File: config.mk
export PLATFORM = sky130hd
export DESIGN_NAME = mem_bus_arbiter
export DESIGN_NICKNAME = d
export VERILOG_FILES = /design/src/rtl/mem_bus_arbiter.sv
export SDC_FILE = /design/constraint.sdc
export NUM_CORES = 1
export LEC_CHECK = 0
export ABC_AREA = 0
export CAP_MARGIN = 25
export CORE_AREA = 5 5 117 119
export CTS_BUF_LIST = sky130_fd_sc_hd__clkbuf_16
export CTS_CLUSTER_SIZE = 10
export DETAILED_ROUTE_END_ITERATION = 8
export DIE_AREA = 0 0 122 124
export GPL_TIMING_DRIVEN = 1
export HOLD_SLACK_MARGIN = 0.1
export PLACE_DENSITY = 0.62
export SYNTH_ARGS = -nofsm -noshare
export SYNTH_HDL_FRONTEND = slang
export SYNTH_SLANG_ARGS = --single-unit
File: constraint.sdc
create_clock -name clk -period 2.7 [get_ports clk]
set_input_delay 0.54 -clock clk [delete_from_list [all_inputs] [get_ports clk]]
set_output_delay 0.54 -clock clk [all_outputs]
set_load 0.01 [all_outputs]
File: src/rtl/mem_bus_arbiter.sv
// Two-master round-robin arbiter for the native picorv32-style memory bus.
// Latency: grant registered, 1 cycle after valid; ready/rdata pass through combinationally.
// Backpressure: the non-granted master sees ready=0 until it wins; one IDLE turnaround follows each transfer.
//
// Ports:
//   clk, reset            rising-edge clock, synchronous active-high reset
//   m0_mem_* / m1_mem_*   master request (valid/instr/addr/wdata/wstrb) and response (ready/rdata)
//   s_mem_*               downstream request mirror and slave response
//   grant                 one-hot owner (bit0 = m0, bit1 = m1), 0 when idle
//   timeout_err           sticky watchdog flag
//
// Optional feature macro: ARB_TIMEOUT_EN enables the wait-state watchdog
// (TIMEOUT cycles, ERR_RDATA returned). Without it, transfers wait forever
// and timeout_err is tied to 0.

module mem_bus_arbiter #(
  parameter int unsigned TIMEOUT   = 255,
  parameter logic [31:0] ERR_RDATA = 32'hDEADBEEF
) (
  input  logic        clk,
  input  logic        reset,

  input  logic        m0_mem_valid,
  input  logic        m0_mem_instr,
  input  logic [31:0] m0_mem_addr,
  input  logic [31:0] m0_mem_wdata,
  input  logic [3:0]  m0_mem_wstrb,
  output logic        m0_mem_ready,
  output logic [31:0] m0_mem_rdata,

  input  logic        m1_mem_valid,
  input  logic        m1_mem_instr,
  input  logic [31:0] m1_mem_addr,
  input  logic [31:0] m1_mem_wdata,
  input  logic [3:0]  m1_mem_wstrb,
  output logic        m1_mem_ready,
  output logic [31:0] m1_mem_rdata,

  output logic        s_mem_valid,
  output logic        s_mem_instr,
  output logic [31:0] s_mem_addr,
  output logic [31:0] s_mem_wdata,
  output logic [3:0]  s_mem_wstrb,
  input  logic        s_mem_ready,
  input  logic [31:0] s_mem_rdata,

  output logic [1:0]  grant,
  output logic        timeout_err
);

  // The watchdog counter is 8 bits wide, so only 1..255 is meaningful.
  if (TIMEOUT == 0 || TIMEOUT > 255) begin : g_timeout_range
    $error("mem_bus_arbiter: TIMEOUT must be in 1..255");
  end

  typedef enum logic [1:0] {
    IDLE = 2'b00,
    GNT0 = 2'b01,
    GNT1 = 2'b10
  } state_t;

  state_t     state_q;
  logic       last_q;     // 0: m0 was granted last, 1: m1 was granted last
  logic [1:0] grant_q;
  logic       own0;
  logic       own1;
  logic       sel_valid;  // owner's valid, 0 when idle
  logic       timeout_hit;

  assign own0      = (state_q == GNT0);
  assign own1      = (state_q == GNT1);
  assign sel_valid = (own0 & m0_mem_valid) | (own1 & m1_mem_valid);

`ifdef ARB_TIMEOUT_EN
  localparam logic [7:0] TIMEOUT_CNT = 8'(TIMEOUT);

  logic [7:0] cnt_q;
  logic       err_q;

  // A real response in the limit cycle takes priority over the watchdog.
  assign timeout_hit = sel_valid & ~s_mem_ready & (cnt_q == TIMEOUT_CNT);
  assign timeout_err = err_q;

  // Held at zero while idle so every grant starts counting from 0;
  // saturates at 8'hFF rather than wrapping.
  always_ff @(posedge clk) begin
    if (reset) begin
      cnt_q <= 8'd0;
      err_q <= 1'b0;
    end else begin
      if (state_q == IDLE) begin
        cnt_q <= 8'd0;
      end else if (!s_mem_ready && cnt_q != 8'hFF) begin
        cnt_q <= cnt_q + 8'd1;
      end
      if (timeout_hit) begin
        err_q <= 1'b1;
      end
    end
  end
`else
  assign timeout_hit = 1'b0;
  assign timeout_err = 1'b0;
`endif

  // Downstream request mirrors the owner; all zero while idle.
  assign s_mem_valid = sel_valid & ~timeout_hit;
  assign s_mem_instr = (own0 & m0_mem_instr) | (own1 & m1_mem_instr);
  assign s_mem_addr  = own0 ? m0_mem_addr  : (own1 ? m1_mem_addr  : 32'd0);
  assign s_mem_wdata = own0 ? m0_mem_wdata : (own1 ? m1_mem_wdata : 32'd0);
  assign s_mem_wstrb = own0 ? m0_mem_wstrb : (own1 ? m1_mem_wstrb : 4'd0);

  // Ready is qualified with the owner's valid so a master that abandons its
  // request never sees a completion.
  assign m0_mem_ready = own0 & m0_mem_valid & (s_mem_ready | timeout_hit);
  assign m1_mem_ready = own1 & m1_mem_valid & (s_mem_ready | timeout_hit);
  assign m0_mem_rdata = !own0 ? 32'd0 : (timeout_hit ? ERR_RDATA : s_mem_rdata);
  assign m1_mem_rdata = !own1 ? 32'd0 : (timeout_hit ? ERR_RDATA : s_mem_rdata);

  assign grant = grant_q;

  always_ff @(posedge clk) begin
    if (reset) begin
      state_q <= IDLE;
      last_q  <= 1'b1;      // m0 wins the first tie
      grant_q <= 2'b00;
    end else begin
      case (state_q)
        IDLE: begin
          if (m0_mem_valid && (!m1_mem_valid || last_q)) begin
            state_q <= GNT0;
            grant_q <= 2'b01;
            last_q  <= 1'b0;
          end else if (m1_mem_valid) begin
            state_q <= GNT1;
            grant_q <= 2'b10;
            last_q  <= 1'b1;
          end
        end
        GNT0, GNT1: begin
          // Completion, abandoned request or watchdog all release the bus.
          if (!sel_valid || s_mem_ready || timeout_hit) begin
            state_q <= IDLE;
            grant_q <= 2'b00;
          end
        end
        default: begin
          state_q <= IDLE;
          grant_q <= 2'b00;
        end
      endcase
    end
  end

endmodule

==> results.md, run 1 <==
- Layout cells sized above 1: 0.02893
- Final count of hold timing violations: 0
- Via count: 2708
- Vias in the first global route: 2728
- Post-synthesis cell count: 182
- FP Rows: 41
- Leak: 1.835 nW
- WL/cell: 17.59 um
- Final Skew: 0.001782 ns
- Initial core utilization: 0.1100
- Global-route wire length before repair: 14480 um
- Die width: 122 um
- Clock latency on the worst-skew pair: 0.23 ns
- Hold depth: 1
- Sequential-to-total area share from yosys stat: 0.04380
- Drt first pass iters: 4
- VDD IR max: 0.2312 mV
- Cts hold-fix bufs: 0
- Syn nets: 360
- Hold path start: last_q
- Max Clk Rate: 381.2 MHz
- Dpl hpwl: 9075 um
- Clock Sinks: 3
- Mapped cell area: 0.001371 mm^2
- Min-delay worst type: reg2reg
- R2r endpoint: grant[1]
- Synth warnings: 0
- H-tree depth: 1
- Post-DRT Antenna Nets: 0
- Grt met1 use: 0.1328
- Critical path class: reg2out
- TritonCTS clock tree: done
- Die Height: 124 um
- Worst Path Max Fanout: 16
- Avg Inst Size Synth: 7.535 um^2
- Setup crit end kind: primary output
- CORE AREA: 0.01247 mm^2
- GRT Overall Usage: 0.1198
- Post-synth top flop: dfxtp_1
- Post-synth EDFFs: 0
- Initial antenna violation count: 1
- Run status: complete, no violations
- Routability cong.: 0.8883
- Die area: 0.01513 mm^2
- Final setup vio count: 0
- #FFs+latches synth: 3
- IO buf count: 312
- Placed instance area: 0.004626 mm^2
- Root Buffer: clkbuf_16
- Gr ovfl total: 0
- Num ports: 314
- Top Usage Layer GRT: met2
- M2 GR Usage: 0.2269
- Fin nets: 663
- DP Worst Slack: 0.3008 ns
- Worst hold endpoint: last_q
- WP data required: 2.16 ns
- Pwr dens: 251.3 mW/mm^2
- Max-cap check violation count: 0
- Distinct cell type count after synthesis: 18
- Routed WL: 11540 um
- Final setup margin: 0.07680 ns
- Worst EP arrival: 2.08 ns
- Final worst-path cycle share: 0.9716
- Via density: 4.128
- CP Launch Type: flip-flop
- R2R depth: 6
- Reg-to-reg setup timing slack: 1.02 ns
- Final Cell Area: 0.004821 mm^2
- GR Layer Usage met3: 0.03769
- Clock buffer depth: 2
- FFs w/ async S/R, synth: 0
- Ant diodes: 0
- Tmin final: 2.623 ns
- Clk slew on worst S/H paths: 0.03 ns
- Worst r2r src: grant[1]
- Initial drt markers: 74
- Largest net degree at the start of global routing: 104
- Area delta synth->final: 251.6%
- Max Transition Viols Final: 0
- Number of buffers created by CTS: 3
- DR DRC count: 0
## state kept, by name (all words and copies together), names as in the netlist
signal / cells
grant: 2
last_q: 1
## synth_stat cells (all sizes together) (2+ instances only)
master | count | area (um^2)
a211o | 3 | 26.28
a22o | 70 | 613.1
and2 | 64 | 400.4
and3 | 3 | 18.77
buf | 11 | 101.3
clkbuf | 12 | 45.04
dfxtp | 3 | 60.06
ha | 3 | 37.54
inv | 4 | 15.01
nand2 | 2 | 7.510
nor2 | 2 | 7.510
o32ai | 2 | 17.52
## cell usage in the layout, fill, tap and decap left out
cell type,Yosys,final
ha_2,0,1
buf_12,0,2
dlymetal6s2s_1,0,1
a32oi_1,1,1
buf_6,1,1
a22o_1,70,70
and3_1,3,3
clkbuf_16,0,6
nor2b_4,0,1
nor2_1,2,2
a211o_1,3,3
buf_16,0,1
ha_1,3,2
and2_1,64,64
o32ai_1,2,2
conb_1,1,1
dfxtp_1,3,3
inv_1,4,5
buf_4,4,2
clkdlybuf4s50_1,0,311
nand2_1,2,2
## area by class of cell
class / count / area, um^2
Clock inverter: 1 / 3.754
Sequential cell: 3 / 60.06
Tap cell: 172 / 215.2
Multi-Input combinational cell: 152 / 1157
Fill cell: 1279 / 7645
Clock buffer: 3 / 75.07
Inverter: 4 / 15.01
Timing Repair Buffer: 321 / 3294
## worst max-delay path by stage
stage                 startpoint              end  slack [ns]  cells after the start
detailed placement      grant[1]    s_mem_addr[0]        0.30                      6
global route            grant[1]    s_mem_addr[0]      -0.003                      7
floorplan               grant[0]  s_mem_wdata[14]        0.70                      7
CTS                     grant[1]    s_mem_addr[0]        0.06                      6
global placement    m0_mem_valid     m0_mem_ready        0.34                      3
finish                  grant[1]    s_mem_addr[4]        0.08                      7
## power breakdown
group	total, mW	switching, mW	internal, mW
Combinational	0.924	0.329	0.595
Sequential	0.0528	0.00375	0.0491
Clock	0.234	0.0431	0.191
Total	1.21	0.376	0.835
## through the flow
stage	power, mW	std cells	hold slack [ns]	utilization	setup TNS, ns
detailed placement	0.9412	647	0.5152	0.3711	0
finish	1.211	656	0.5245	0.3867	0
global route	1.275	656	0.5458	0.3867	-0.007246
floorplan	0.3538	182	0.4835	-	0
global placement	0.9363	647	0.5110	0.3711	0
CTS	1.183	651	0.5225	0.3774	0
## worst max-delay path: stages, from the launching register on
cell and delay [ns]:
dfxtp_1 0.34, inv_1 0.09, ha_2 0.24, nor2b_4 0.14, buf_12 0.13, buf_12 0.15, a22o_1 0.19, clkdlybuf4s50_1 0.56
## routing by layer
metal | routed length, um | vias up | share of wire
met2 | 6065 | 168 | 0.53
met3 | 1062 | 15 | 0.092
met4 | 123 | 2 | 0.011
met1 | 4272 | 1240 | 0.37
met5 | 13 | - | 0.0011
li1 | - | 1283 | -
## kinds of logic after synthesis
kind of cell | count (synthesis) | share of synthesized area
DFF | 3 | 0.04380
buffers and inverters | 27 | 0.1177
and+or+nand+nor | 72 | 0.3230
adders and majority gates | 3 | 0.02738
AOI/OAI and AO/OA | 76 | 0.4854
other | 1 | 0.002735
## what timing repair did
item,CTS,global route
buffers inserted,0,1
setup endpoints to repair,0,7
gates resized for setup,0,2
Power figures use the tool's default switching activity.
==> run 2: changes to the inputs <==
- CTS_CLUSTER_DIAMETER: not set -> 100
==> results of run 2 <==
Final layout, timing and power as in run 1 (identical DEF).
==> run 3: changes to the inputs <==
- SETUP_SLACK_MARGIN: not set -> 0.05
==> results.md, run 3 (synthesized netlist as in run 1, its figures left out) <==
- Placed Cells: 647 (unchanged)
- CORE AREA: 0.01247 mm^2 (unchanged)
- Final count of hold timing violations: 0 (unchanged)
- Worst Path Max Fanout: 15 (-1)
- Seq pwr share: 0.044 (about the same)
- Max-cap check violation count: 0 (unchanged)
- Gr ovfl total: 0 (unchanged)
- Commonest cells after routing, fill and taps aside: 305 x clkdlybuf4s50_1, 70 x a22o_1, 64 x and2_1
- GRT Overall Usage: 0.1198 (unchanged)
- NetSw: 377.3 uW (+0.28%)
- Max Clk Rate: 390.5 MHz (+2.4%)
- Reg-to-reg setup timing slack: 1.06 ns (+0.04 ns)
- Sequential cell area: 61.31 um^2 (+2.1%)
- Final worst-path cycle share: 0.9485 (-0.02308)
- Tmin final: 2.561 ns (-0.06232 ns)
- Via density: 4.117 (-0.26%)
- Post-DRT Antenna Nets: 0 (unchanged)
- FP Rows: 41 (unchanged)
- Layout cells sized above 1: 0.03099 (+0.002066)
- Worst hold endpoint: last_q
- Max reg flops: 2 (unchanged)
- Num ports: 314 (unchanged)
- WP data required: 2.16 ns (about the same)
- Number of buffers created by CTS: 3 (unchanged)
- Clock buffer depth: 2 (unchanged)
- Initial antenna violation count: 1 (unchanged)
- Routed WL: 11570 um (+0.28%)
- Global-route wire length before repair: 14480 um (unchanged)
- Ant diodes: 0 (unchanged)
- Clock latency on the worst-skew pair: 0.23 ns (about the same)
- Hold depth: 1 (unchanged)
- Via count: 2701 (-0.26%)
- Largest net degree at the start of global routing: 104 (unchanged)
- Vias in the first global route: 2728 (unchanged)
- Worst EP arrival: 2.02 ns (-0.06 ns)
- Min-delay worst type: reg2reg
- Setup_tns: 0 ns (unchanged)
- Final Non-Filler Cells: 656 (unchanged)
- Critical path class: reg2out
- Hold path start: last_q
- Cts hold-fix bufs: 0 (unchanged)
- Final setup vio count: 0 (unchanged)
- Sw frac: 0.3110 (+0.0004169)
- Setup crit end kind: primary output
- R2R depth: 6 (unchanged)
- VDD IR max: 0.2080 mV (-10%)
- Area delta synth->final: 253.7%
- H-tree depth: 1 (unchanged)
- Placed instance area: 0.004626 mm^2 (unchanged)
- Area occupied by multi-input gates: 0.001167 mm^2 (+0.86%)
- Comb power frac: 0.762 (about the same)
- Clock share of power: 0.193 (about the same)
- DR DRC count: 0 (unchanged)
- Die width: 122 um (unchanged)
- Worst r2r src: grant[0]
- Cell internal pwr: 835.8 uW (about the same)
- Die area: 0.01513 mm^2 (unchanged)
- Final Skew: 0.002064 ns (+0.0002824 ns)
- Fin nets: 663 (unchanged)
- Filler cell count: 1282 (+0.23%)
- TritonCTS clock tree: done
- Initial drt markers: 75 (+1.4%)
- Routability cong.: 0.8883 (unchanged)
- R2r endpoint: grant[1]
- Run status: complete, no violations
- WL/cell: 17.64 um (+0.28%)
- Leak: 1.937 nW (+5.6%)
- Final Cell Area: 0.004851 mm^2 (+0.62%)
- Root Buffer: clkbuf_16
- Max Transition Viols Final: 0 (unchanged)
- Clk slew on worst S/H paths: 0.03 ns (about the same)
- Initial core utilization: 0.1100 (unchanged)
- Dpl hpwl: 9075 um (unchanged)
- Final Util: 0.3891 (+0.002409)
- Die Height: 124 um (unchanged)
- RSZ-0062 raised after global routing: false
- Clock Sinks: 3 (unchanged)
- Most common cell after layout, fill and taps aside: clkdlybuf4s50_1
- Drt first pass iters: 4 (unchanged)
- DP Worst Slack: 0.3008 ns (unchanged)
- Final setup margin: 0.1391 ns (+0.06232 ns)
- CP Launch Type: flip-flop
- Pwr dens: 250.1 mW/mm^2 (-0.48%)
- IO buf count: 312 (unchanged)
==> run 3: cell count changes in the layout (fill, tap and decap cells not counted), sizes merged <==
cell           before  now
dlymetal6s2s        1    7
clkdlybuf4s50     311  305
==> run 3: how the worst max path moves through the flow <==
stage / startpoint / to / depth (start not counted)
finish: grant[1] / s_mem_addr[26] / 7
floorplan: grant[0] / s_mem_wdata[14] / 7
detailed placement: grant[1] / s_mem_addr[0] / 6
global route: grant[1] / s_mem_addr[15] / 7
global placement: m0_mem_valid / m0_mem_ready / 3
CTS: grant[1] / s_mem_addr[0] / 6
==> run 3: per-layer routing <==
metal  part of all wire  global-route usage  up-vias
li1                   -                   -     1283
met1               0.37              0.1328     1249
met2               0.53              0.2269      154
met3              0.091             0.03769       13
met4             0.0099             0.02031        2
met5             0.0011                   0        -
==> run 3: layout make-up <==
class,instances,area share
timing repair buffer,321,0.6830
multi-input combinational,152,0.2407
tap,172,0.04436
clock buffer,3,0.01548
sequential,3,0.01264
inverter,4,0.003095
clock inverter,1,0.0007738
==> run 3: metrics by stage <==
step                      hold slack, ns  power (mW)
after floorplan                   0.4835      0.3538
after global placement            0.5110      0.9363
after detailed placement          0.5152      0.9412
after CTS                         0.5225       1.183
after global routing              0.5458       1.277
final                             0.5294       1.213
==> run 3: what timing repair did <==
action | in CTS | in global routing
setup buffers | 0 | 1
endpoints found under the setup margin | 0 | 58
resized for setup | 0 | 11
==> run 3: power by group through the flow <==
stage                     Combinational, mW  Clock [mW]  Sequential (mW)
after floorplan                       0.300           0           0.0540
after global placement                0.883           0           0.0530
after detailed placement              0.888           0           0.0534
after CTS                             0.893       0.237           0.0529
after global routing                  0.977       0.245           0.0542
final                                 0.925       0.235           0.0538
==> run 3: worst max-delay path, stage by stage (launching register included) <==
cell	delay [ns]
dfxtp_1	0.34
inv_1	0.10
ha_4	0.21
nor2b_4	0.13
buf_12	0.13
buf_8	0.17
a22o_1	0.15
clkdlybuf4s50_1	0.54
